==> src/rtl/seg_capture.sv <==
// Segment-bus receiver: qualifies a 7-bit glyph by stability, decodes it to hex, counts updates.
// Optional sequence checking is compiled in with SEG_CAPTURE_SEQ_CHECK_EN.
module seg_capture #(
  parameter int unsigned STABLE_CYCLES = 3,
  parameter int unsigned CNT_W         = 8
) (
  input  logic             clk,
  input  logic             reset,
  input  logic [6:0]       seg_in,
  output logic [3:0]       hex_o,
  output logic             valid_o,
  output logic             bad_o,
  output logic [CNT_W-1:0] upd_cnt_o,
  output logic             seq_err_o
);

  if (STABLE_CYCLES < 1 || STABLE_CYCLES > 15) begin : g_bad_stable
    $error("seg_capture: STABLE_CYCLES must be in 1..15");
  end

  localparam logic [3:0] STABLE_L = 4'(STABLE_CYCLES);

  logic [6:0]       smp_q, smp_d;
  logic [3:0]       run_q, run_d;
  logic [6:0]       acc_q, acc_d;
  logic             acc_v_q, acc_v_d;
  logic [3:0]       hex_q, hex_d;
  logic             valid_q, valid_d;
  logic             bad_q, bad_d;
  logic [CNT_W-1:0] cnt_q, cnt_d;

  logic [3:0] dec_hex;
  logic       dec_bad;
  logic       accept;

  always_comb begin
    dec_hex = 4'h0;
    dec_bad = 1'b0;
    case (seg_in)
      7'h3F: dec_hex = 4'h0;
      7'h06: dec_hex = 4'h1;
      7'h5B: dec_hex = 4'h2;
      7'h4F: dec_hex = 4'h3;
      7'h66: dec_hex = 4'h4;
      7'h6D: dec_hex = 4'h5;
      7'h7D: dec_hex = 4'h6;
      7'h07: dec_hex = 4'h7;
      7'h7F: dec_hex = 4'h8;
      7'h6F: dec_hex = 4'h9;
      7'h77: dec_hex = 4'hA;
      7'h7C: dec_hex = 4'hB;
      7'h39: dec_hex = 4'hC;
      7'h5E: dec_hex = 4'hD;
      7'h79: dec_hex = 4'hE;
      7'h71: dec_hex = 4'hF;
      default: dec_bad = 1'b1;
    endcase
  end

  always_comb begin
    smp_d   = seg_in;
    acc_d   = acc_q;
    acc_v_d = acc_v_q;
    hex_d   = hex_q;
    valid_d = 1'b0;
    bad_d   = bad_q;
    cnt_d   = cnt_q;

    // Run length saturates so a long-held pattern never wraps back into acceptance.
    if (seg_in == smp_q) begin
      run_d = (run_q >= STABLE_L) ? STABLE_L : run_q + 4'd1;
    end else begin
      run_d = 4'd1;
    end

    accept = (run_d == STABLE_L) && (!acc_v_q || (seg_in != acc_q));

    if (accept) begin
      acc_d   = seg_in;
      acc_v_d = 1'b1;
      valid_d = 1'b1;
      hex_d   = dec_hex;
      bad_d   = dec_bad;
      cnt_d   = cnt_q + 1'b1;
    end
  end

  always_ff @(posedge clk) begin
    if (reset) begin
      smp_q   <= '0;
      run_q   <= '0;
      acc_q   <= '0;
      acc_v_q <= 1'b0;
      hex_q   <= '0;
      valid_q <= 1'b0;
      bad_q   <= 1'b0;
      cnt_q   <= '0;
    end else begin
      smp_q   <= smp_d;
      run_q   <= run_d;
      acc_q   <= acc_d;
      acc_v_q <= acc_v_d;
      hex_q   <= hex_d;
      valid_q <= valid_d;
      bad_q   <= bad_d;
      cnt_q   <= cnt_d;
    end
  end

`ifdef SEG_CAPTURE_SEQ_CHECK_EN
  logic seq_err_q, seq_err_d;

  // hex_q/bad_q still describe the previous accept when the new one is evaluated.
  always_comb begin
    seq_err_d = seq_err_q;
    if (accept && acc_v_q) begin
      if (dec_bad || (!bad_q && (dec_hex != hex_q + 4'd1))) begin
        seq_err_d = 1'b1;
      end
    end
  end

  always_ff @(posedge clk) begin
    if (reset) begin
      seq_err_q <= 1'b0;
    end else begin
      seq_err_q <= seq_err_d;
    end
  end

  assign seq_err_o = seq_err_q;
`else
  assign seq_err_o = 1'b0;
`endif

  assign hex_o     = hex_q;
  assign valid_o   = valid_q;
  assign bad_o     = bad_q;
  assign upd_cnt_o = cnt_q;

endmodule

==> config.mk <==
export PLATFORM = sky130hd
export DESIGN_NAME = seg_capture
export DESIGN_NICKNAME = d
export VERILOG_FILES = /design/src/rtl/seg_capture.sv
export SDC_FILE = /design/constraint.sdc
export NUM_CORES = 1
export LEC_CHECK = 0
export CAP_MARGIN = 25
export CORE_ASPECT_RATIO = 1.25
export CORE_UTILIZATION = 60
export DETAILED_ROUTE_END_ITERATION = 6
export DONT_BUFFER_PORTS = 1
export GPL_ROUTABILITY_DRIVEN = 0
export MAX_ROUTING_LAYER = met4
export PLACE_DENSITY = 0.76
export SYNTH_ARGS = -nofsm -noshare
export SYNTH_HDL_FRONTEND = slang
export SYNTH_SLANG_ARGS = --single-unit
==> constraint.sdc <==
create_clock -name clk -period 2.35 [get_ports clk]
set_clock_uncertainty 0.05 [all_clocks]
set_input_delay 0.47 -clock clk [delete_from_list [all_inputs] [get_ports clk]]
set_output_delay 0.47 -clock clk [all_outputs]
set_load 0.03 [all_outputs]
==> results of run 1 <==
## layer usage
metal	share of wire (%)	up-vias	GRT usage, %
met2	49	43	40.42
met4	2.3	0	13.85
met5	0	-	-
li1	-	762	-
met1	44	716	31.24
met3	4.9	9	6.190
## power groups by stage
| stage | Sequential (W) | Combinational (W) | Clock, W |
|---|---|---|---|
| floorplan | 0.000589 | 0.0000997 | 0 |
| global route | 0.000580 | 0.0000777 | 0.000384 |
| global placement | 0.000591 | 0.0000671 | 0 |
| finish | 0.000578 | 0.0000701 | 0.000355 |
| detailed placement | 0.000591 | 0.0000695 | 0 |
| CTS | 0.000578 | 0.0000701 | 0.000369 |
## worst max path at each step
stage / start / end / slack [ns] / cells past startpoint
4_1_cts: run_q[0]$_SDFF_PP0_ / upd_cnt_o[6]$_SDFFE_PP0P_ / 0.16 / 7
3_5_place_dp: seg_in[1] / upd_cnt_o[6]$_SDFFE_PP0P_ / 0.12 / 6
3_3_place_gp: seg_in[0] / upd_cnt_o[7]$_SDFFE_PP0P_ / 0.19 / 5
2_1_floorplan: seg_in[4] / upd_cnt_o[4]$_SDFFE_PP0P_ / 0.18 / 8
5_1_grt: run_q[0]$_SDFF_PP0_ / upd_cnt_o[6]$_SDFFE_PP0P_ / 0.002 / 7
6_report: run_q[0]$_SDFF_PP0_ / upd_cnt_o[6]$_SDFFE_PP0P_ / 0.18 / 7
## cells by family after synthesis
kind of cell	after synthesis	share of synthesized area, %
DFF	33	35.80
and+or+nand+nor	94	28.20
xor gates and xnor gates	16	8.000
other	1	0.2032
buffers and inverters	29	8.677
muxes	6	3.661
adders and majority gates	2	1.356
AOI/OAI and AO/OA	43	14.10
## sequential cells by signal, summed over array words and instances (netlist names)
| name | cells |
|---|---|
| acc_q | 7 |
| acc_v_q | 1 |
| bad_o | 1 |
| hex_o | 4 |
| run_q | 4 |
| smp_q | 7 |
| upd_cnt_o | 8 |
| valid_o | 1 |
## cell usage after synthesis, types with 2 or more instances
library cell	instances	area share, %
sky130_fd_sc_hd__a21oi_1	15	4.1
sky130_fd_sc_hd__a41oi_1	2	0.95
sky130_fd_sc_hd__and3_1	2	0.68
sky130_fd_sc_hd__and3b_1	3	1.4
sky130_fd_sc_hd__buf_6	6	3.7
sky130_fd_sc_hd__clkbuf_1	14	2.8
sky130_fd_sc_hd__dfxtp_1	33	36
sky130_fd_sc_hd__ha_1	2	1.4
sky130_fd_sc_hd__inv_1	5	1.0
sky130_fd_sc_hd__mux2_2	6	3.7
sky130_fd_sc_hd__nand2_1	11	2.2
sky130_fd_sc_hd__nand2b_1	2	0.68
sky130_fd_sc_hd__nand3_1	16	4.3
sky130_fd_sc_hd__nand3b_1	2	0.81
sky130_fd_sc_hd__nand4_1	6	2.0
sky130_fd_sc_hd__nor2_1	14	2.8
sky130_fd_sc_hd__nor2b_1	12	4.1
sky130_fd_sc_hd__nor3_1	10	2.7
sky130_fd_sc_hd__nor4_1	2	0.68
sky130_fd_sc_hd__nor4b_1	2	0.95
sky130_fd_sc_hd__o211ai_1	2	0.81
sky130_fd_sc_hd__o21ai_0	13	3.5
sky130_fd_sc_hd__or2_2	3	1.0
sky130_fd_sc_hd__or3_1	5	1.7
sky130_fd_sc_hd__xnor2_1	14	6.6
## per-stage QoR
step | util, % | total power [W] | cell area, sq um | worst slack, ns | hold WS, ns
after floorplan | - | 0.0006891 | 1853 | 0.1833 | 0.3934
after global placement | 60.41 | 0.0006578 | 1779 | 0.1852 | 0.4023
after detailed placement | 60.41 | 0.0006609 | 1779 | 0.1248 | 0.4101
after CTS | 62.79 | 0.001018 | 1849 | 0.1607 | 0.1185
after global routing | 62.79 | 0.001042 | 1849 | 0.001654 | 0.1166
final | 62.79 | 0.001004 | 1849 | 0.1841 | 0.1404
## layout make-up
type | instances | area (sq um) | area share (%)
inverter | 5 | 18.77 | 1.015
clock buffer | 7 | 65.06 | 3.518
tap | 36 | 45.04 | 2.436
timing repair buffer | 3 | 22.52 | 1.218
multi-input combinational | 164 | 1032 | 55.82
sequential | 33 | 660.6 | 35.72
clock inverter | 1 | 5.005 | 0.2706
## worst register-to-register path, delay by kind of cell (launching register included)
kind | cells | cell delay [ns]
AO/OA/AOI/OAI | 1 | 0.16
AND/OR/NAND/NOR | 3 | 0.74
flip-flops | 1 | 0.37
buffers and inverters | 1 | 0.20
adder cells (fa/ha/maj) | 1 | 0.19
multiplexers | 1 | 0.36
==> impl_metrics.json, run 1 <==
{
  "synth_edf_count": 0,
  "number_of_diodes_added_for_antenna_fixing": 0,
  "run_status": "finished, final reports clean",
  "cell_int_power_w": 0.0007808,
  "relSlewSlack_pct": 58.44,
  "dieWidth_um": 51.61,
  "power.switching_fraction_pct": 22.20,
  "clock_tree.htree_level_count": 2,
  "worst_endpoint_required_time_ns": 2.53,
  "worstSetupEndpointType": "flop",
  "reg2reg_setup_slack_ns": 0.18,
  "core_region_area_sq_um": 2945,
  "start_util_pct": 62.66,
  "cpPeakStageDelay_ns": 0.42,
  "drt_iter0_drc": 44,
  "timing.critical_path.cells": "ha_1 -> nor3_1 -> a21boi_0 -> or3_1 -> buf_4 -> nor3_1 -> mux2_2",
  "final_cell_mix": "sky130_fd_sc_hd__dfxtp_1 (33), sky130_fd_sc_hd__nand3_1 (16), sky130_fd_sc_hd__a21oi_1 (15), sky130_fd_sc_hd__nor2_1 (14), sky130_fd_sc_hd__xnor2_1 (14)",
  "io_buffer_count": 0,
  "fillerInstances": 260,
  "switching_power_w": 0.0002228,
  "setup_violations": 0,
  "finish.cell_count_without_fillers": 249,
  "antenna_violating_nets_post_route": 0,
  "clkTransAtPathRegs_ns": 0.10,
  "routed_wl_um": 3933,
  "cp.arrival_ns": 2.35,
  "critPathMostFrequentCell": "sky130_fd_sc_hd__nor3_1",
  "number_of_warnings_reported_in_the_yosys_synthesis_log": 0,
  "ys_types": 47,
  "path_class": "flop to flop",
  "timing.setup.tns_ns": 0,
  "ys_ff_latch": 33,
  "drt-pass1-iter-count": 4,
  "tritoncts": "yes",
  "final-hold-violation-count": 0,
  "row_count": 22,
  "synthArstFlopShare_pct": 0,
  "min_period_ns": 2.166,
  "hold_end": "acc_q[1]$_SDFFE_PP0P_",
  "dr_total_vias": 1530,
  "critical_path.slowest_cell": "sky130_fd_sc_hd__or3_1",
  "worst_skew_pair.late_latency_ns": 0.34,
  "syn2layout_area_growth_pct": 0.2032,
  "setup_repair_after_global_routing_missed_its_margin": "no",
  "max_clock_freq_mhz": 461.7,
  "synth.cell_area_sq_um": 1846,
  "grt_antenna_before_repair": 0,
  "power_leakage_nw": 0.6352,
  "first_pass_grt_wire_length_um": 6272,
  "syn-instance-count": 224,
  "finish.net_count": 223,
  "timing.critical_path.buf_inv": 1,
  "timing.critical_path.from_type": "flop",
  "hp_class": "primary input to flop",
  "max_cap_check_violation_count": 0,
  "post_drt_wl_per_cell_um": 15.80,
  "synth_area_per_cell_sq_um": 8.239,
  "ff_to_ff_start": "run_q[0]$_SDFF_PP0_",
  "dominantRegCellSynth": "sky130_fd_sc_hd__dfxtp_1",
  "dieArea_sq_um": 3303,
  "crit-reg2reg-capture": "upd_cnt_o[6]$_SDFFE_PP0P_",
  "proportion_of_power_drawn_by_the_clock_network_pct": 35.4,
  "min-delay-start": "reset",
  "p_per_area_nw_per_um2": 542.7,
  "detail_route.drc_violations": 0,
  "post-cts-setup-buffer-count": 0,
  "ff2ff_path_depth": 7,
  "clk_root_buffer_cell": "sky130_fd_sc_hd__clkbuf_4",
  "cts_sinks": 33,
  "die_h_um": 64.01,
  "postcts_resize_cnt": 0,
  "grt_max_degree": 39,
  "dp_cells": 241,
  "detail_route.vias_per_cell": 6.145,
  "postCtsHoldBufs": 0,
  "drive_gt1_share_pct": 9.859,
  "vias_in_the_first_global_route": 1384,
  "grt_overflow_total": 0,
  "finalMaxSlewViolations": 0,
  "post_synthesis_sequential_area_ratio_pct": 35.80,
  "commonest_non_fill_non_tap_cell_in_the_layout": "sky130_fd_sc_hd__dfxtp_1",
  "detailedPlacementHpwl_um": 2747,
  "seq_power_share_pct": 57.6,
  "path_max_fanout": 10,
  "power_frac_comb_pct": 7.0,
  "ir_drop_uv": 586.1,
  "boundaryPins": 24,
  "grtUsageTotal_pct": 26.24,
  "number_of_cells_on_the_worst_hold_path": 1,
  "cpLargestDelayFamily": "simple AND/OR/NAND/NOR gates",
  "fin_crit_sh_pct": 92.17,
  "clock_buffer_count_from_cts": 5,
  "deepest_clock_path_buffer_count": 2,
  "worst_pin_slew_ns": 0.6211
}
Power figures use the tool's default switching activity.
==> inputs of run 2 (changes only) <==
- HOLD_SLACK_MARGIN: unset -> 0.08
==> results of run 2 <==
The final DEF is identical to that of run 1; final timing and power are the same.
==> inputs of run 3 (changes only) <==
- CORE_UTILIZATION: 60 -> 54
- DONT_BUFFER_PORTS: 1 -> unset
- PLACE_DENSITY: 0.76 -> 0.78
==> impl_metrics.json, run 3 (synthesis gave the netlist of run 1 again) <==
{
  "critical_path.slowest_cell": "sky130_fd_sc_hd__clkdlybuf4s50_1",
  "dieArea_sq_um": 3657,
  "path_class": "primary input to flop",
  "final-hold-violation-count": 0,
  "commonest_non_fill_non_tap_cell_in_the_layout": "sky130_fd_sc_hd__dfxtp_1",
  "dpl_worst_slack_ns": -0.3326,
  "path_max_fanout": 6,
  "worstSetupEndpointType": "flop",
  "number_of_diodes_added_for_antenna_fixing": 0,
  "post-route-worst-setup-slack_ns": 0.05704,
  "core_region_area_sq_um": 3223,
  "routed_wl_um": 4266,
  "min_period_ns": 2.293,
  "deepest_clock_path_buffer_count": 2,
  "run_status": "finished, final reports clean",
  "ff_to_ff_start": "run_q[0]$_SDFF_PP0_",
  "vias_in_the_first_global_route": 1624,
  "detail_route.vias_per_cell": 5.792,
  "timing.critical_path.cells": "clkdlybuf4s50_1 -> xnor2_1 -> nand4_1 -> or3_4 -> buf_4 -> nor3_2 -> mux2_2",
  "timing.critical_path.from_type": "primary input",
  "max_ffs_per_register": 8,
  "crit-reg2reg-capture": "upd_cnt_o[1]$_SDFFE_PP0P_",
  "p_per_area_nw_per_um2": 482.3,
  "clock_tree.htree_level_count": 2,
  "critical_path.endpoint": "upd_cnt_o[3]$_SDFFE_PP0P_",
  "clkTransAtPathRegs_ns": 0.06,
  "row_count": 23,
  "detail_route.drc_violations": 0,
  "clk_root_buffer_cell": "sky130_fd_sc_hd__clkbuf_8",
  "finalHoldWorstSlack_ns": 0.4145,
  "post_drt_wl_per_cell_um": 14.56,
  "cts_sinks": 33,
  "postCtsHoldBufs": 0,
  "drt-pass1-iter-count": 4,
  "grt_overflow_total": 0,
  "relSlewSlack_pct": 62.82,
  "ir_drop_uv": 429.0,
  "first_pass_grt_wire_length_um": 6762,
  "io_buffer_count": 22,
  "cpPeakStageDelay_ns": 0.51,
  "worst_pin_slew_ns": 0.5507,
  "boundaryPins": 24,
  "clock_buffer_count_from_cts": 5,
  "max_clock_freq_mhz": 436.1,
  "worst_skew_pair.late_latency_ns": 0.28,
  "ff2ff_path_depth": 8,
  "dr_total_vias": 1697,
  "final_cell_mix": "sky130_fd_sc_hd__dfxtp_1 (33), sky130_fd_sc_hd__buf_4 (23), sky130_fd_sc_hd__clkdlybuf4s50_1 (19), sky130_fd_sc_hd__nand3_1 (16), sky130_fd_sc_hd__a21oi_1 (15)",
  "die_h_um": 67.36,
  "start_util_pct": 57.26,
  "fin_crit_sh_pct": 97.57,
  "setup_violations": 0,
  "syn2layout_area_growth_pct": 24.14,
  "drive_gt1_share_pct": 17.97,
  "finalMaxSlewViolations": 0,
  "detailedPlacementHpwl_um": 2922,
  "grt_antenna_before_repair": 0,
  "critical_path.startpoint": "seg_in[2]",
  "antenna_violating_nets_post_route": 0,
  "finish.net_count": 268,
  "power_leakage_nw": 0.8544,
  "grt_max_degree": 19,
  "grtUsageTotal_pct": 26.55,
  "cp.arrival_ns": 2.42,
  "tritoncts": "yes",
  "reg2reg_setup_slack_ns": 0.28,
  "hp_class": "flop to flop",
  "worst_endpoint_required_time_ns": 2.48,
  "dieWidth_um": 54.29,
  "max_cap_check_violation_count": 0,
  "drt_iter0_drc": 86
}
-- run 3: critical path, delay by kind of cell --
family                 cells  cell delay, ns
AND/OR/NAND/NOR            3            0.78
buffers and inverters      2            0.68
multiplexers               1            0.35
XOR/XNOR                   1            0.13
-- run 3: how the worst min path moves through the flow --
stage               slack [ns]  cells past startpoint                    end                  start
CTS                       0.42                      2  acc_q[3]$_SDFFE_PP0P_  acc_q[3]$_SDFFE_PP0P_
floorplan                 0.39                      1    run_q[0]$_SDFF_PP0_    run_q[0]$_SDFF_PP0_
global route              0.45                      2  hex_o[3]$_SDFFE_PP0P_  hex_o[3]$_SDFFE_PP0P_
finish                    0.41                      2  acc_q[3]$_SDFFE_PP0P_  acc_q[3]$_SDFFE_PP0P_
detailed placement        0.41                      2  acc_q[3]$_SDFFE_PP0P_  acc_q[3]$_SDFFE_PP0P_
global placement          0.41                      2  acc_q[5]$_SDFFE_PP0P_  acc_q[5]$_SDFFE_PP0P_
-- run 3: report_power, final --
part,internal (W),switching [W],total (W)
Sequential,0.000571,0.00000573,0.000576
Clock,0.000194,0.000187,0.000381
Combinational,0.0000683,0.0000795,0.000148
-- run 3: timing repair --
| item | in CTS | in global routing |
|---|---|---|
| setup endpoints to repair | 3 | 6 |
| pin swaps | 0 | 5 |
| buffers inserted | 0 | 2 |
| endpoints found under the hold margin | 0 | 0 |
| resized for setup | 2 | 9 |
-- run 3: metal layers --
metal	vias up	global-route usage, %	routed length [um]
met5	-	-	0
met2	56	44.82	2194
met1	781	26.27	1779
met3	9	8.108	220
li1	851	-	-
met4	0	15.06	72
-- run 3: metrics by stage --
stage | std cells | total power [W] | instance area [sq um] | setup TNS (ns) | util, %
finish | 293 | 0.001105 | 2291 | 0 | 71.08
global route | 293 | 0.001154 | 2291 | -0.01203 | 71.08
CTS | 291 | 0.001107 | 2243 | 0 | 69.60
detailed placement | 285 | 0.0007278 | 2158 | -3.532 | 66.96
global placement | 285 | 0.0007253 | 2158 | -3.120 | 66.96
floorplan | 226 | 0.0006891 | 1853 | 0 | -
-- run 3: area by class of cell --
cell class	count	area, sq um
Timing Repair Buffer	48	434.2
Inverter	5	18.77
Sequential cell	33	660.6
Clock buffer	5	68.82
Tap cell	37	46.29
Multi-Input combinational cell	164	1057
Clock inverter	1	5.005
Fill cell	248	932.1
